File: src/rtl/vote_input_conditioner.sv
// Input conditioner for a three-candidate voting machine: synchronizes and debounces the
// raw A/B/C buttons, discards multi-button presses and emits one vote strobe per press.
module vote_input_conditioner #(
    parameter int DEBOUNCE_CYCLES = 4,
    parameter int LOCKOUT_CYCLES  = 50000
) (
    input  logic       clk,
    input  logic       rst,
    input  logic       vote_enable,
    input  logic       A,
    input  logic       B,
    input  logic       C,
    output logic       vote_valid,
    output logic [1:0] vote_sel,
    output logic       vote_reject,
    output logic       busy,
    output logic [2:0] state_dbg
);

    localparam int DW = $clog2(DEBOUNCE_CYCLES + 1);
    localparam int LW = $clog2(LOCKOUT_CYCLES + 1);
    localparam logic [DW-1:0] DB_LAST = DW'(DEBOUNCE_CYCLES - 1);
    localparam logic [LW-1:0] LK_LAST = LW'(LOCKOUT_CYCLES - 1);

    typedef enum logic [2:0] {
        IDLE         = 3'd0,
        QUALIFY      = 3'd1,
        ACCEPT       = 3'd2,
        REJECT       = 3'd3,
        LOCKOUT      = 3'd4,
        WAIT_RELEASE = 3'd5
    } state_t;

    state_t          state;
    logic [3:0]      sync1;
    logic [3:0]      sync2;
    logic [2:0]      btn_s;
    logic            en_s;
    logic [1:0]      cand;
    logic [2:0]      cand_oh;
    logic [DW-1:0]   cnt;
    logic [LW-1:0]   lcnt;
    logic            btn_single;
    logic [1:0]      btn_idx;

    // Handshake: vote_valid/vote_reject are single-cycle strobes with no ready; the consumer
    // must take vote_sel in the same cycle vote_valid is high.

    always_ff @(posedge clk or negedge rst) begin
        if (!rst) begin
            sync1 <= '0;
            sync2 <= '0;
        end else begin
            sync1 <= {vote_enable, C, B, A};
            sync2 <= sync1;
        end
    end

    assign btn_s   = sync2[2:0];
    assign en_s    = sync2[3];
    assign cand_oh = 3'b001 << cand;

    always_comb begin
        btn_single = (btn_s == 3'b001) || (btn_s == 3'b010) || (btn_s == 3'b100);
        btn_idx    = 2'd0;
        if (btn_s[1]) begin
            btn_idx = 2'd1;
        end else if (btn_s[2]) begin
            btn_idx = 2'd2;
        end
    end

    always_ff @(posedge clk or negedge rst) begin
        if (!rst) begin
            state       <= IDLE;
            cand        <= 2'd0;
            cnt         <= '0;
            lcnt        <= '0;
            vote_valid  <= 1'b0;
            vote_reject <= 1'b0;
            vote_sel    <= 2'd0;
        end else begin
            vote_valid  <= 1'b0;
            vote_reject <= 1'b0;
            case (state)
                IDLE: begin
                    if (en_s && (btn_s != 3'b000)) begin
                        if (btn_single) begin
                            cand  <= btn_idx;
                            cnt   <= DW'(1);
                            state <= QUALIFY;
                        end else begin
                            vote_reject <= 1'b1;
                            state       <= REJECT;
                        end
                    end
                end
                QUALIFY: begin
                    // Losing enable or the button both count as an abandoned press.
                    if (!en_s || (btn_s == 3'b000)) begin
                        state <= IDLE;
                    end else if (btn_s == cand_oh) begin
                        if (cnt == DB_LAST) begin
                            vote_valid <= 1'b1;
                            vote_sel   <= cand;
                            state      <= ACCEPT;
                        end else begin
                            cnt <= cnt + DW'(1);
                        end
                    end else begin
                        vote_reject <= 1'b1;
                        state       <= REJECT;
                    end
                end
                ACCEPT: begin
                    lcnt  <= '0;
                    state <= LOCKOUT;
                end
                REJECT: begin
                    state <= WAIT_RELEASE;
                end
                LOCKOUT: begin
                    if (lcnt == LK_LAST) begin
                        state <= WAIT_RELEASE;
                    end else begin
                        lcnt <= lcnt + LW'(1);
                    end
                end
                WAIT_RELEASE: begin
                    // A button held through lockout must be let go before it can vote again.
                    if (btn_s == 3'b000) begin
                        state <= IDLE;
                    end
                end
                default: state <= IDLE;
            endcase
        end
    end

    assign busy      = (state != IDLE);
    assign state_dbg = state;

endmodule

File: config.mk
export PLATFORM = sky130hd
export DESIGN_NAME = vote_input_conditioner
export DESIGN_NICKNAME = d
export VERILOG_FILES = /design/src/rtl/vote_input_conditioner.sv
export SDC_FILE = /design/constraint.sdc
export NUM_CORES = 1
export LEC_CHECK = 0
export ABC_CLOCK_PERIOD_IN_PS = 1800
export BUFFER_PORTS_ARGS = -buffer_cell sky130_fd_sc_hd__buf_2
export CORE_MARGIN = 4
export CORE_UTILIZATION = 27
export DETAILED_ROUTE_END_ITERATION = 7
export GPL_TIMING_DRIVEN = 0
export HOLD_SLACK_MARGIN = 0.02
export MAX_ROUTING_LAYER = met4
export PLACE_DENSITY_LB_ADDON = 0.05
export SYNTH_ARGS = -nofsm -noshare
export SYNTH_HDL_FRONTEND = slang
export SYNTH_SLANG_ARGS = --single-unit
File: constraint.sdc
create_clock -name clk -period 1.8 [get_ports clk]
set_clock_uncertainty 0.1 [all_clocks]
set_input_delay 0.18 -clock clk [delete_from_list [all_inputs] [get_ports clk]]
set_output_delay 0.18 -clock clk [all_outputs]
set_load 0.01 [all_outputs]
==> results.py <==
metrics = {
    "status": {
        "run_status": "finished, violations left",
        "failed_checks": "negative setup slack",
    },
    "place": {
        "hpwl_mm": 2.81,
        "dp_slack_ns": -0.338,
        "place_congestion": 0.819,
        "portBuffers": 13,
    },
    "global_route": {
        "antenna_found_initial": 0,
        "track_usage": 0.111,
        "grt-ovfl-total": 0,
        "first_global_vias": 1510,
        "grt_max_degree": 37,
        "grt_pass1_wl_mm": 7.27,
    },
    "logic_synthesis": {
        "synth-adder-area-share": 0.0202,
        "synth_ff_type": "dfrtp_1",
        "synth_compound_area_frac": 0.110,
        "syn-cell-area_sq_mm": 0.00185,
        "seq_area_frac_synth": 0.486,
        "synth_warnings": 0,
        "synth_xor_area_frac": 0.0709,
        "synth.top_cell.area_share": 0.486,
        "ys_types": 51,
        "synth-simple-area-share": 0.252,
        "synth-seq-cells": 36,
        "synthCells": 176,
        "synth.area.mux_share": 0.0290,
        "avgSynthCellArea_sq_um": 10.5,
        "synth_top_family_by_area": "simple AND/OR/NAND/NOR gates",
        "synth-edff-count": 0,
        "synth_top_area_cell": "dfrtp_1",
        "async_flop_share": 1.00,
        "synth_nets": 185,
        "yosys-top-cells-area": "dfrtp_1, xor2_1, nor2_1",
    },
    "timing": {
        "finalHoldViolCount": 0,
        "tns_ns": -0.162,
        "min_period_ns": 1.87,
        "slew_violations": 0,
        "fmax_ghz": 0.536,
        "setup_viol": 5,
        "timing.final.ws_setup_ns": -0.0667,
        "rsz0062_at_grt": "true",
        "maxSlewHeadroom": 0.476,
        "fin_crit_sh": 1.04,
        "worst_pin_slew_ns": 0.787,
    },
    "finish": {
        "drive_above_1_share": 0.388,
        "syn_to_final_growth_pct": 30.6,
        "antenna_cells": 0,
        "fin_nets": 222,
    },
    "floorplan": {
        "die_w_um": 90.9,
        "die_y_um": 90.9,
        "core_area_sq_mm": 0.00649,
        "pin_count": 14,
        "row_count": 29,
        "initial_core_util": 0.285,
        "design.die.area_sq_mm": 0.00826,
    },
    "critical_path": {
        "worstPathMaxFanout": 8,
        "slowest_delay_ns": 0.38,
        "crit_family": "compound AO/OA/AOI/OAI gates",
        "cp_data_required_time_ns": 1.90,
        "crit_chain": "buf_6 -> and3b_2 -> o21ai_4 -> a2111oi_4 -> a221o_2 -> o32ai_2",
        "cp.arrival_ns": 1.97,
        "cp-end-kind": "register",
        "setup.worst_path.start_class": "register",
        "worst-path-buf-inv": 1,
        "critPathSlowestCell": "dfrtp_1",
        "crit_type": "reg2reg",
    },
    "clocking": {
        "clk_latency_ns": 0.29,
        "cts_made_buffers": 5,
        "clk_pin_slew_ns": 0.08,
        "cts_tree": "yes",
        "clock_sinks": 36,
        "htree_levels": 2,
        "cts_buffer_depth": 2,
        "cts-root-buf": "clkbuf_8",
    },
    "drt": {
        "drt-initial-drc-count": 48,
        "avgRoutedWirePerCell_um": 14.5,
        "ant_nets": 0,
        "via_per_inst": 4.88,
        "route.vias.total": 1419,
        "first_pass_iters": 4,
        "route.detailed.drc": 0,
        "routed_wl_mm": 4.23,
    },
    "min_path": {
        "hp-class": "reg2reg",
    },
    "power_and_ir_drop": {
        "vdd_ir_drop_max_uv": 288,
        "leakage_nw": 1.06,
        "power_density_mw_per_mm2": 1130,
    },
    "run": {
        "max_cap_viol_count": 0,
    },
}
==> sequential cells by signal (all words and copies together), names as in the netlist <==
| name | count |
|---|---|
| cand | 2 |
| state_dbg | 3 |
| lcnt | 16 |
| vote_reject | 1 |
| vote_valid | 1 |
| sync1 | 4 |
| sync2 | 4 |
| vote_sel | 2 |
| cnt | 3 |
==> final cells by class <==
type	instances	area, sq um
clock buffers	5	68.8
well taps	77	96.3
flip-flops and latches	36	907
fillers	644	4070
repair buffers	30	205
clock inverters	3	23.8
multi-input cells	128	1060
inverters	7	26.3
plain buffers	5	37.5
==> cells in the final DEF (no fill, tap or decap), types with 2 or more instances in the layout <==
master | netlist | final
dfrtp_1 | 36 | 31
nor2_1 | 21 | 18
buf_2 | 2 | 15
buf_4 | 1 | 12
nand2_1 | 13 | 11
xor2_1 | 11 | 11
nand3_1 | 7 | 7
nand4_1 | 7 | 7
inv_1 | 7 | 6
dfrtp_2 | 0 | 5
clkbuf_8 | 0 | 5
dlygate4sd3_1 | 0 | 5
nor2_2 | 2 | 4
nor3_1 | 5 | 4
and3_1 | 5 | 4
or3b_4 | 0 | 3
and3b_2 | 1 | 3
o21ai_0 | 4 | 3
xnor2_1 | 4 | 3
ha_1 | 3 | 3
buf_6 | 1 | 2
o21ai_2 | 1 | 2
nor3b_4 | 0 | 2
a2111oi_4 | 1 | 2
a22o_2 | 2 | 2
mux2i_1 | 2 | 2
mux2_4 | 0 | 2
and2_1 | 2 | 2
clkinvlp_4 | 0 | 2
==> Yosys cell counts, types with 3 or more instances <==
library cell / count
and3_1: 5
xor2_1: 11
nand4_1: 7
inv_1: 7
nor2_1: 21
mux2_2: 3
ha_1: 3
nor3_1: 5
nand2_1: 13
xnor2_1: 4
nand3_1: 7
dfrtp_1: 36
o21ai_0: 4
==> worst paths after layout <==
check                      cells after the start          startpoint                        to  slack [ns]
setup reg to reg                               6  sync2[1]$_DFF_PN0_  state_dbg[0]$_DFFE_PN0P_       -0.07
hold / removal                                 0  sync1[3]$_DFF_PN0_        sync2[3]$_DFF_PN0_        0.25
setup / recovery                               6  sync2[1]$_DFF_PN0_  state_dbg[0]$_DFFE_PN0P_       -0.07
max in group asynchronous                      2                 rst        sync2[2]$_DFF_PN0_        0.63
min in group asynchronous                      2                 rst     vote_reject$_DFF_PN0_        0.42
hold reg to reg                                0  sync1[3]$_DFF_PN0_        sync2[3]$_DFF_PN0_        0.25
==> logic make-up (layout without fill, tap and decap cells) <==
group,count (synthesis),after routing
DFF,36,36
adders and majority gates,3,3
muxes,5,5
xor gates and xnor gates,15,15
AOI/OAI and AO/OA,23,23
buffers and inverters,12,50
and+or+nand+nor,82,82
==> through the flow <==
| step | hold WS (ns) | instances | utilization | cell area [sq um] | total power, mW |
|---|---|---|---|---|---|
| global placement | 0.188 | 266 | 0.311 | 2020 | 1.90 |
| CTS | 0.254 | 286 | 0.355 | 2310 | 2.66 |
| global route | 0.265 | 291 | 0.373 | 2420 | 2.93 |
| finish | 0.252 | 291 | 0.373 | 2420 | 2.74 |
| floorplan | -0.216 | 176 | - | 1860 | 1.67 |
| detailed placement | 0.191 | 266 | 0.311 | 2020 | 1.91 |
==> what timing repair did <==
action	in CTS	in global routing
hold endpoints to repair	40	0
pin swaps	13	13
buffers inserted	7	5
endpoints found under the setup margin	22	22
hold buffers	5	0
resized for setup	26	18
==> power breakdown <==
part	total [mW]	leakage, nW	switching (mW)	internal, mW
Clock	0.598	0.0404	0.324	0.274
Sequential	1.09	0.460	0.146	0.945
Combinational	1.05	0.559	0.557	0.492
==> routing by layer <==
metal  share of wire  wire (um)  up-vias  global-route usage
met2            0.46       1930       15               0.170
met5               0          0        -                   -
li1                -          -      703                   -
met3           0.026        110        2              0.0258
met1            0.51       2160      699               0.144
met4          0.0069         29        0              0.0377
Note: power is estimated with default switching activity, not from simulation.
